`src/rtl/seqdet_pkg.sv`:
```
// Shared types and defaults for the 1011-detector match-rate counter.
package seqdet_pkg;

    localparam int SEQDET_CNT_W   = 8;
    localparam int SEQDET_WIN_LEN = 256;

    typedef enum logic {
        IDLE = 1'b0,
        RUN  = 1'b1
    } seqdet_cnt_state_t;

    typedef struct packed {
        logic [SEQDET_CNT_W-1:0] count;
        logic                    sat;
        logic                    drop;
    } seqdet_rpt_t;

endpackage

```
`src/rtl/seqdet_win_timer.sv`:
```
// Modulo-WIN_LEN window timer; win_last marks the closing cycle of each window.
module seqdet_win_timer
    import seqdet_pkg::*;
#(
    parameter int WIN_LEN = SEQDET_WIN_LEN,
    parameter int WIN_W   = $clog2(WIN_LEN)
) (
    input  logic clk,
    input  logic rst_n,
    input  logic run,
    input  logic clr,
    output logic win_last
);

    localparam logic [WIN_W-1:0] LAST_IDX = WIN_W'(WIN_LEN - 1);

    logic [WIN_W-1:0] win_cnt_reg;

    always_ff @(posedge clk or negedge rst_n) begin
        if (!rst_n) begin
            win_cnt_reg <= '0;
        end else if (clr) begin
            win_cnt_reg <= '0;
        end else if (run) begin
            win_cnt_reg <= (win_cnt_reg == LAST_IDX) ? '0 : win_cnt_reg + 1'b1;
        end
    end

    assign win_last = run && (win_cnt_reg == LAST_IDX);

endmodule

```
`src/rtl/seqdet_evt_counter.sv`:
```
// Counts detector match pulses per WIN_LEN-cycle window and publishes one
// report per window through a single-entry valid/ready register.
module seqdet_evt_counter
    import seqdet_pkg::*;
#(
    parameter int CNT_W   = SEQDET_CNT_W,
    parameter int WIN_LEN = SEQDET_WIN_LEN,
    parameter int WIN_W   = $clog2(WIN_LEN)
) (
    input  logic             clk,
    input  logic             rst_n,
    input  logic             en,
    input  logic             check_vld,
    output logic             rpt_valid,
    input  logic             rpt_ready,
    output logic [CNT_W-1:0] rpt_count,
    output logic             rpt_sat,
    output logic             rpt_drop
);

    localparam logic [CNT_W-1:0] CNT_MAX = '1;

    seqdet_cnt_state_t state_reg;
    logic [CNT_W-1:0]  match_cnt_reg;
    logic              sat_reg;
    logic              drop_pending_reg;
    logic              rpt_valid_reg;
    logic [CNT_W-1:0]  rpt_count_reg;
    logic              rpt_sat_reg;
    logic              rpt_drop_reg;

    logic [CNT_W-1:0]  match_cnt_next;
    logic              sat_next;
    logic              running;
    logic              win_last;

    // A RUN cycle with en low is the abort cycle; it neither counts nor advances the timer.
    assign running = (state_reg == RUN) && en;

    seqdet_win_timer #(
        .WIN_LEN (WIN_LEN),
        .WIN_W   (WIN_W)
    ) u_win_timer (
        .clk      (clk),
        .rst_n    (rst_n),
        .run      (running),
        .clr      (!running),
        .win_last (win_last)
    );

    always_comb begin
        match_cnt_next = match_cnt_reg;
        sat_next       = sat_reg;
        if (check_vld) begin
            if (match_cnt_reg == CNT_MAX) begin
                sat_next = 1'b1;
            end else begin
                match_cnt_next = match_cnt_reg + 1'b1;
            end
        end
    end

    always_ff @(posedge clk or negedge rst_n) begin
        if (!rst_n) begin
            state_reg        <= IDLE;
            match_cnt_reg    <= '0;
            sat_reg          <= 1'b0;
            drop_pending_reg <= 1'b0;
            rpt_valid_reg    <= 1'b0;
            rpt_count_reg    <= '0;
            rpt_sat_reg      <= 1'b0;
            rpt_drop_reg     <= 1'b0;
        end else begin
            if (state_reg == IDLE) begin
                match_cnt_reg <= '0;
                sat_reg       <= 1'b0;
                if (en) begin
                    state_reg <= RUN;
                end
            end else if (!en) begin
                state_reg     <= IDLE;
                match_cnt_reg <= '0;
                sat_reg       <= 1'b0;
            end else if (win_last) begin
                match_cnt_reg <= '0;
                sat_reg       <= 1'b0;
            end else begin
                match_cnt_reg <= match_cnt_next;
                sat_reg       <= sat_next;
            end

            // The closing cycle's pulse is included via the _next values.
            if (win_last) begin
                if (!rpt_valid_reg || rpt_ready) begin
                    rpt_valid_reg    <= 1'b1;
                    rpt_count_reg    <= match_cnt_next;
                    rpt_sat_reg      <= sat_next;
                    rpt_drop_reg     <= drop_pending_reg;
                    drop_pending_reg <= 1'b0;
                end else begin
                    drop_pending_reg <= 1'b1;
                end
            end else if (rpt_ready) begin
                rpt_valid_reg <= 1'b0;
            end
        end
    end

    assign rpt_valid = rpt_valid_reg;
    assign rpt_count = rpt_count_reg;
    assign rpt_sat   = rpt_sat_reg;
    assign rpt_drop  = rpt_drop_reg;

endmodule
```
`config.mk`:
```
export PLATFORM = sky130hd
export DESIGN_NAME = seqdet_evt_counter
export DESIGN_NICKNAME = d
export VERILOG_FILES = /design/src/rtl/seqdet_pkg.sv /design/src/rtl/seqdet_win_timer.sv /design/src/rtl/seqdet_evt_counter.sv
export SDC_FILE = /design/constraint.sdc
export NUM_CORES = 1
export LEC_CHECK = 0
export ABC_CLOCK_PERIOD_IN_PS = 1500
export CAP_MARGIN = 40
export CORE_MARGIN = 8
export CORE_UTILIZATION = 49
export DETAILED_ROUTE_END_ITERATION = 10
export GPL_TIMING_DRIVEN = 0
export PLACE_DENSITY = 0.72
export SYNTH_ARGS = -nofsm -noshare
export SYNTH_HDL_FRONTEND = slang
export SYNTH_SLANG_ARGS = --single-unit
```
`constraint.sdc`:
```
create_clock -name clk -period 1.5 [get_ports clk]
set_input_delay 0.45 -clock clk [delete_from_list [all_inputs] [get_ports clk]]
set_output_delay 0.45 -clock clk [all_outputs]
set_load 0.005 [all_outputs]
```
# Word-level counts from Yosys, hierarchy flattened
# Cells that the tools add are included.
# Widths: inputs -> output; s select.
[totals]
reg_bits = 30
input_bits = 5
output_inout_bits = 11
word_cells = 38
[op_classes]
add_sub_neg = 2
n_eq_ne = 3
muxes = 17
reduce_logical = 7
[ops]
columns = ["cell", "n"]
rows = [
  ["$mux 8", 7],
  ["$add 8x1->8 const B", 2],
  ["$eq 8x8->1 const B", 2],
  ["$mux 1", 10],
  ["$reduce_and 2->1", 2],
  ["$logic_and 1x1->1", 2],
  ["$ne 2x2->1 const B", 1],
  ["$reduce_bool 2->1", 1],
  ["$logic_not 1->1", 1],
  ["$logic_or 1x1->1", 1],
]

# Logic depth before layout (Yosys ltp)
# Gate-level depths: netlist (run 1).
[logic_depth]
depth_word = 6
mapped_depth = 5
depth_no_buf = 4

# Cells and area by module
# A second synthesis (run 1) with hierarchy kept.
[unflattened]
cells_unflattened = 135
hier_area_um2 = 1365.1
[modules_own_cells]
columns = ["mod", "n_inst", "cells_each", "area_each_um2", "seq_area_each_um2"]
rows = [
  ["seqdet_evt_counter", 1, 88, 934.6, 550.5],
  ["seqdet_win_timer", 1, 47, 430.4, 200.2],
]

# Least setup slack after synthesis (run 1)
# OpenSTA, ideal clock, no wires.
[synth_path]
kind = "reg2reg"
from = "reg u_win_timer.win_cnt_reg[0]"
to = "reg rpt_drop_reg (netlist: rpt_drop)"
setup_ns = 0.128
arrival_ns = 1.468
required_time_ns = 1.372
slack_ns = -0.096
stages_incl_launch_ff = 5
path_buffers = 0
period_less_slack_ns = 1.596
path_cell_list = "dfrtp_1 ha_1 nand3_2 nor4_4 mux2_1"
[synth_between]
elab_chain_cells = 3
[synth_lines]
columns = ["element", "line_no", "rtl"]
rows = [
  ["start, declared", "seqdet_win_timer.sv:17", "logic [WIN_W-1:0] win_cnt_reg;"],
  ["start signal, assigned", "seqdet_win_timer.sv:25", "win_cnt_reg <= (win_cnt_reg == LAST_IDX) ? '0 : win_cnt_reg + 1'b1;"],
  ["$eq 8x8->1", "seqdet_win_timer.sv:29", "assign win_last = run && (win_cnt_reg == LAST_IDX);"],
  ["$logic_and 1x1->1", "seqdet_win_timer.sv:29", ""],
  ["$reduce_and 2->1 (no line)", "n/a", ""],
  ["end signal, assigned", "seqdet_evt_counter.sv:98", "rpt_drop_reg <= drop_pending_reg;"],
  ["end, declared", "seqdet_evt_counter.sv:30", "logic rpt_drop_reg;"],
]
# Every way passes these cells.
# A chain may end at the register's enable or synchronous reset.

# Worst setup path in the final report (run 1)
[layout_path]
from = "reg u_win_timer.win_cnt_reg[0]"
to = "reg rpt_count_reg[6] (netlist: rpt_count[6])"
[layout_between]
elab_chain_cells = 3
[layout_lines]
columns = ["element", "line_no", "rtl"]
rows = [
  ["$eq 8x8->1", "seqdet_win_timer.sv:29", ""],
  ["$logic_and 1x1->1", "seqdet_win_timer.sv:29", ""],
  ["$reduce_and 2->1 (no line)", "n/a", ""],
  ["end signal, assigned", "seqdet_evt_counter.sv:96", "rpt_count_reg <= match_cnt_next;"],
  ["end, declared", "seqdet_evt_counter.sv:28", "logic [CNT_W-1:0] rpt_count_reg;"],
]
# Every way passes these cells.

==> results of run 1 <==
report_power, final:
part | internal [mW] | switching, mW
sequential | 0.814 | 0.00584
clock | 0.227 | 0.289
combinational | 0.0312 | 0.0515
worst max-delay path by stage:
stage / startpoint / end / slack, ns
floorplan: u_win_timer.win_cnt_reg[0] / rpt_drop / -0.02
global placement: en / rpt_drop / -0.73
finish: u_win_timer.win_cnt_reg[0] / rpt_count[6] / 0.03
CTS: u_win_timer.win_cnt_reg[0] / rpt_drop / -0.007
detailed placement: en / rpt_drop / -0.75
global route: u_win_timer.win_cnt_reg[0] / rpt_count[7] / -0.04
stage by stage:
step	std cells	TNS [ns]	setup slack [ns]	power (mW)	util (%)
after floorplan	137	-0.0228	-0.0228	0.859	-
after global placement	182	-24.64	-0.734	0.892	59.5
after detailed placement	183	-10.08	-0.746	0.903	60.5
after CTS	198	-0.0121	-0.00686	1.42	65.8
after global routing	205	-0.132	-0.0449	1.46	70.8
final	205	0	0.0287	1.42	70.8
routing by layer:
metal / up-vias / track usage [%]
met1: 633 / 17.0
met4: 0 / 7.59
li1: 609 / -
met5: - / 0
met3: 12 / 3.81
met2: 44 / 25.1
final cells by class:
class	instances	area, um2
Clock buffer	7	55.1
Sequential cell	30	756
Tap cell	31	38.8
Clock inverter	1	5.00
Multi-Input combinational cell	95	790
Inverter	5	18.8
Buffer	6	37.5
Fill cell	199	813
Timing Repair Buffer	30	268
placed cells by master (no fill, tap or decap), types with 2 or more instances in the layout:
| master | Yosys | routed |
|---|---|---|
| buf_2 | 5 | 2 |
| a2bb2oi_1 | 2 | 2 |
| or3_1 | 3 | 3 |
| a31oi_1 | 5 | 5 |
| nor2b_1 | 3 | 2 |
| clkbuf_4 | 0 | 7 |
| o41ai_2 | 0 | 6 |
| nor2_1 | 5 | 5 |
| and3_1 | 5 | 4 |
| a21oi_1 | 8 | 8 |
| nand3_1 | 6 | 5 |
| dfrtp_1 | 30 | 26 |
| dfrtp_2 | 0 | 4 |
| nand3_4 | 0 | 2 |
| dlygate4sd2_1 | 0 | 12 |
| nand4_1 | 5 | 5 |
| and4_1 | 4 | 4 |
| o31ai_1 | 6 | 6 |
| a41oi_1 | 2 | 2 |
| buf_4 | 0 | 16 |
| nor3_1 | 7 | 7 |
| o21ai_0 | 4 | 4 |
| xor2_1 | 2 | 2 |
| inv_1 | 5 | 5 |
| nand2_1 | 3 | 2 |
what timing repair did:
| item | in CTS | in global routing |
|---|---|---|
| setup endpoints to repair | 34 | 22 |
| gates resized for setup | 25 | 17 |
| cloned | 0 | 0 |
| pin swaps | 2 | 6 |
| buffers inserted | 7 | 8 |
logic make-up after synthesis:
family | synth area share [%]
buffers and inverters | 3.61
adders and majority gates | 1.72
muxes | 1.46
AOI/OAI and AO/OA | 18.7
and+or+nand+nor | 21.1
DFF | 51.5
xor gates and xnor gates | 1.80
worst max-delay path: cells and delay by family, from the launching register on:
kind | cells | cell delay [ns]
AOI/OAI and AO/OA | 2 | 0.44
adders and majority gates | 1 | 0.18
buffers and inverters | 1 | 0.18
DFF | 1 | 0.40
and+or+nand+nor | 1 | 0.15
==> metrics.csv, run 1 <==
metric;value;unit
outcome;complete, no violations;
root_buffer;clkbuf_4;
rr_startpoint;u_win_timer.win_cnt_reg[0];
dp_hpwl;2490;um
die_h;70.5;um
wire_per_inst;18.9;um
cts_hold_buf;0;
cts_tree;yes;
whs_path_depth;1;
fin_crit_sh;98.1;%
top_layer;met4;
synth.most_common_cell;dfrtp_1;
via_count;1298;
drtAntennaViolNets;0;
wl_met3;208;um
clkSlewWorstSetupHoldPaths;0.10;ns
antenna_found_initial;0;
setup-violations-final;0;
first_pass_iters;4;
drv_cap;0;
worst_pin_slew;0.764;ns
track_usage;14.9;%
grt_pass1_wl;5890;um
holdCritPathClass;input pin to register;
via_per_inst;6.33;
slew_headroom;48.9;%
pin_count;16;
htreeDepth;2;
syn_to_final_growth;35.1;%
min_from;en;
rsz0062_at_grt;yes;
grt_overflow;0;
placed_area;1680;um2
ys_seq_elements;30;
cellPowerDensity;721;nW/um2
synth_top_area_share;51.5;%
worstPathCellList;ha_4 -> nand3_4 -> buf_4 -> o41ai_2 -> o31ai_1;
netlist_top_cells_count;dfrtp_1 (30), a21oi_1 (8), nor3_1 (7);
r2r_slack;0.03;ns
synth-warning-count;0;
synth_area_leaders;dfrtp_1 (52%), o41ai_1 (3.6%), o31ai_1 (3.1%), a21oi_1 (2.7%), and4_1 (2.4%);
core;2780;um2
worstRegToRegCells;5;
gp_congestion;0.799;
clock.fmax;0.680;GHz
slowest_stage;dfrtp_2;
synth-edff-count;0;
die_x;70.5;um
postSynthCellCount;137;
hold_slack;0.466;ns
rr_endpoint;rpt_count[6];
routed_wl;3870;um
critPathMaxFanout;7;
final_nets;180;
min_to;state_reg;
clockBufferDepth;2;
finalInstanceArea;1970;um2
ys.flop_type;dfrtp_1;
numClockSinks;30;
grt_max_degree;18;
finalMaxSlewViolations;0;
io_buffers;14;
rows;19;
route.met2.wl;2000;um
slowest_delay;0.40;ns
fin_skew;0.00632;ns
first_iter_violations;51;
syn-mean-instance-area;10.6;um2
async_flop_share;100;%
irDropWorstVdd;0.621;mV
syn-num-nets;144;
start_kind;register;
start_util;52.4;%
critPathKind;register to register;
drive_above_1_share;30.5;%
grt_pass1_vias;1209;
worstPathRequired;1.72;ns
p_leak;0.858;nW
die_area;4970;um2
netlist_area;1460;um2
fin_crit;1.47;ns
cts_buffers;5;
worstPathArrival;1.69;ns
n_antenna_cell;0;
synth.distinct_cells;39;
hold_violations;0;
synth_top_cell_by_area;dfrtp_1;
synth-seq-area-share;51.5;%
worst_setup_path_end_kind;register;
drc;0;
wl_met1;1550;um
clock_latency;0.34;ns
(Power assumes the default switching activity.)
==> run 2, diff against run 1 <==
--- a/config.mk
+++ b/config.mk
@@ -12,6 +12,7 @@
 export DETAILED_ROUTE_END_ITERATION = 10
 export GPL_TIMING_DRIVEN = 0
 export PLACE_DENSITY = 0.72
+export SLEW_MARGIN = 15
 export SYNTH_ARGS = -nofsm -noshare
 export SYNTH_HDL_FRONTEND = slang
 export SYNTH_SLANG_ARGS = --single-unit
==> run 2 against run 1 <==
Clock-buffer cell count did not move. Largest cell class unchanged. Final area fell by 2.6%. Hold slack got worse by 0.32 ns. Global-route usage fell by 0.10 points. Sequential cell count did not move. Critical endpoint is now rpt_count[4]. Via count fell by 2.5%. Fmax barely moved. Clock power fell by 3%. Critical path depth did not move. Clock skew barely moved. Setup slack got worse by 0.00092 ns. Wire length fell by 5.7%.
==> metrics.csv, run 2 (same netlist as run 1, synthesis figures left out) <==
metric;value;unit
slew_headroom;55.6;%
n_antenna_cell;0;
p_leak;0.839;nW
finalMaxSlewViolations;0;
setup-violations-final;0;
via_per_inst;6.23;
core;2780;um2
final_cell_mix;dfrtp_1 (26), buf_4 (16), dlygate4sd2_1 (12);
rsz0062_at_grt;yes;
wire_per_inst;18.0;um
fin_skew;0.00610;ns
hold_violations;0;
worstPathRequired;1.70;ns
first_pass_iters;4;
drive_above_1_share;28.5;%
irDropWorstVdd;0.771;mV
start_kind;register;
seq_power_share;58.9;%
dp_hpwl;2470;um
die_area;4970;um2
cts_buffers;5;
io_buffers;14;
grt_max_degree;31;
clock_power_share;36.0;%
placed_cells;182;
r2r_slack;0.03;ns
track_usage;14.8;%
p_switching;0.330;mW
cts_tree;yes;
clkSlewWorstSetupHoldPaths;0.09;ns
grt_pass1_vias;1208;
clockBufferDepth;2;
holdCritPathClass;input pin to async pin;
total_power;1.39;mW
antenna_found_initial;0;
critPathKind;register to register;
grt_overflow;0;
via_count;1265;
finalInstanceArea;1920;um2
placed_area;1650;um2
fin_crit;1.47;ns
syn_to_final_growth;31.6;%
clock_latency;0.33;ns
pin_count;16;
routed_wl;3650;um
first_iter_violations;123;
die_h;70.5;um
worst_pin_slew;0.666;ns
final_nets;178;
root_buffer;clkbuf_4;
htreeDepth;2;
drv_cap;0;
drtAntennaViolNets;0;
grt_pass1_wl;5910;um
die_x;70.5;um
clock.fmax;0.679;GHz
worstRegToRegCells;5;
cellPowerDensity;727;nW/um2
swShare;23.7;%
pwr-share-comb;5.1;%
drc;0;
rr_endpoint;rpt_count[4];
worstPathArrival;1.67;ns
gp_congestion;0.799;
start_util;52.4;%
internal_power;1.06;mW
rr_startpoint;u_win_timer.win_cnt_reg[1];
instances_no_fill;203;
numClockSinks;30;
critPathMaxFanout;7;
outcome;complete, no violations;
fin_crit_sh;98.1;%
rows;19;
layout_commonest_cell;dfrtp_1;
worst_setup_path_end_kind;register;
## run 2: critical path, stage by stage (launching register included)
cell,delay (ns)
dfrtp_1,0.41
ha_4,0.19
nand3_4,0.15
buf_4,0.18
o41ai_2,0.31
o31ai_1,0.12
## run 2: routing by layer
layer / part of all wire [%] / track usage, % / up-vias
met4: 1.5 / 6.47 / 0
met1: 42 / 16.8 / 630
met3: 4.5 / 5.65 / 9
li1: - / - / 601
met5: 0 / 0 / -
met2: 52 / 24.1 / 25
## run 2: area by class of cell
cell class,instances,area [um2]
plain buffers,6,37.5
clock inverters,1,5.00
inverters,5,18.8
clock buffers,7,55.1
flip-flops and latches,30,756
repair buffers,28,228
multi-input cells,95,778
fillers,203,865
well taps,31,38.8
## run 2: per-stage QoR
| step | hold WS [ns] | setup WS, ns | util, % | setup TNS (ns) |
|---|---|---|---|---|
| floorplan | 0.154 | -0.0228 | - | -0.0228 |
| global placement | 0.474 | -0.734 | 59.5 | -24.64 |
| detailed placement | 0.482 | -0.751 | 59.3 | -9.99 |
| CTS | 0.155 | -0.00167 | 65.2 | -0.00167 |
| global route | 0.187 | -0.0603 | 68.9 | -0.123 |
| finish | 0.150 | 0.0278 | 68.9 | 0 |
## run 2: timing repair
action,CTS,global route
setup buffers,10,4
setup endpoints to repair,33,22
hold buffers,0,0
gates resized for setup,23,17
pin swaps,3,4
## run 2: power by group through the flow
stage | logic [mW] | registers, mW | clock network [mW]
4_1_cts | 0.0658 | 0.819 | 0.515
3_3_place_gp | 0.0551 | 0.836 | 0
6_report | 0.0710 | 0.820 | 0.502
3_5_place_dp | 0.0563 | 0.837 | 0
2_1_floorplan | 0.0242 | 0.835 | 0
5_1_grt | 0.0796 | 0.821 | 0.552
## run 2: worst max-delay path by stage
stage | start | to | slack [ns] | cells past startpoint
detailed placement | en | rpt_drop | -0.75 | 4
global placement | en | rpt_drop | -0.73 | 4
global route | u_win_timer.win_cnt_reg[1] | rpt_count[7] | -0.06 | 5
finish | u_win_timer.win_cnt_reg[1] | rpt_count[4] | 0.03 | 5
CTS | u_win_timer.win_cnt_reg[0] | rpt_drop | -0.002 | 4
floorplan | u_win_timer.win_cnt_reg[0] | rpt_drop | -0.02 | 4
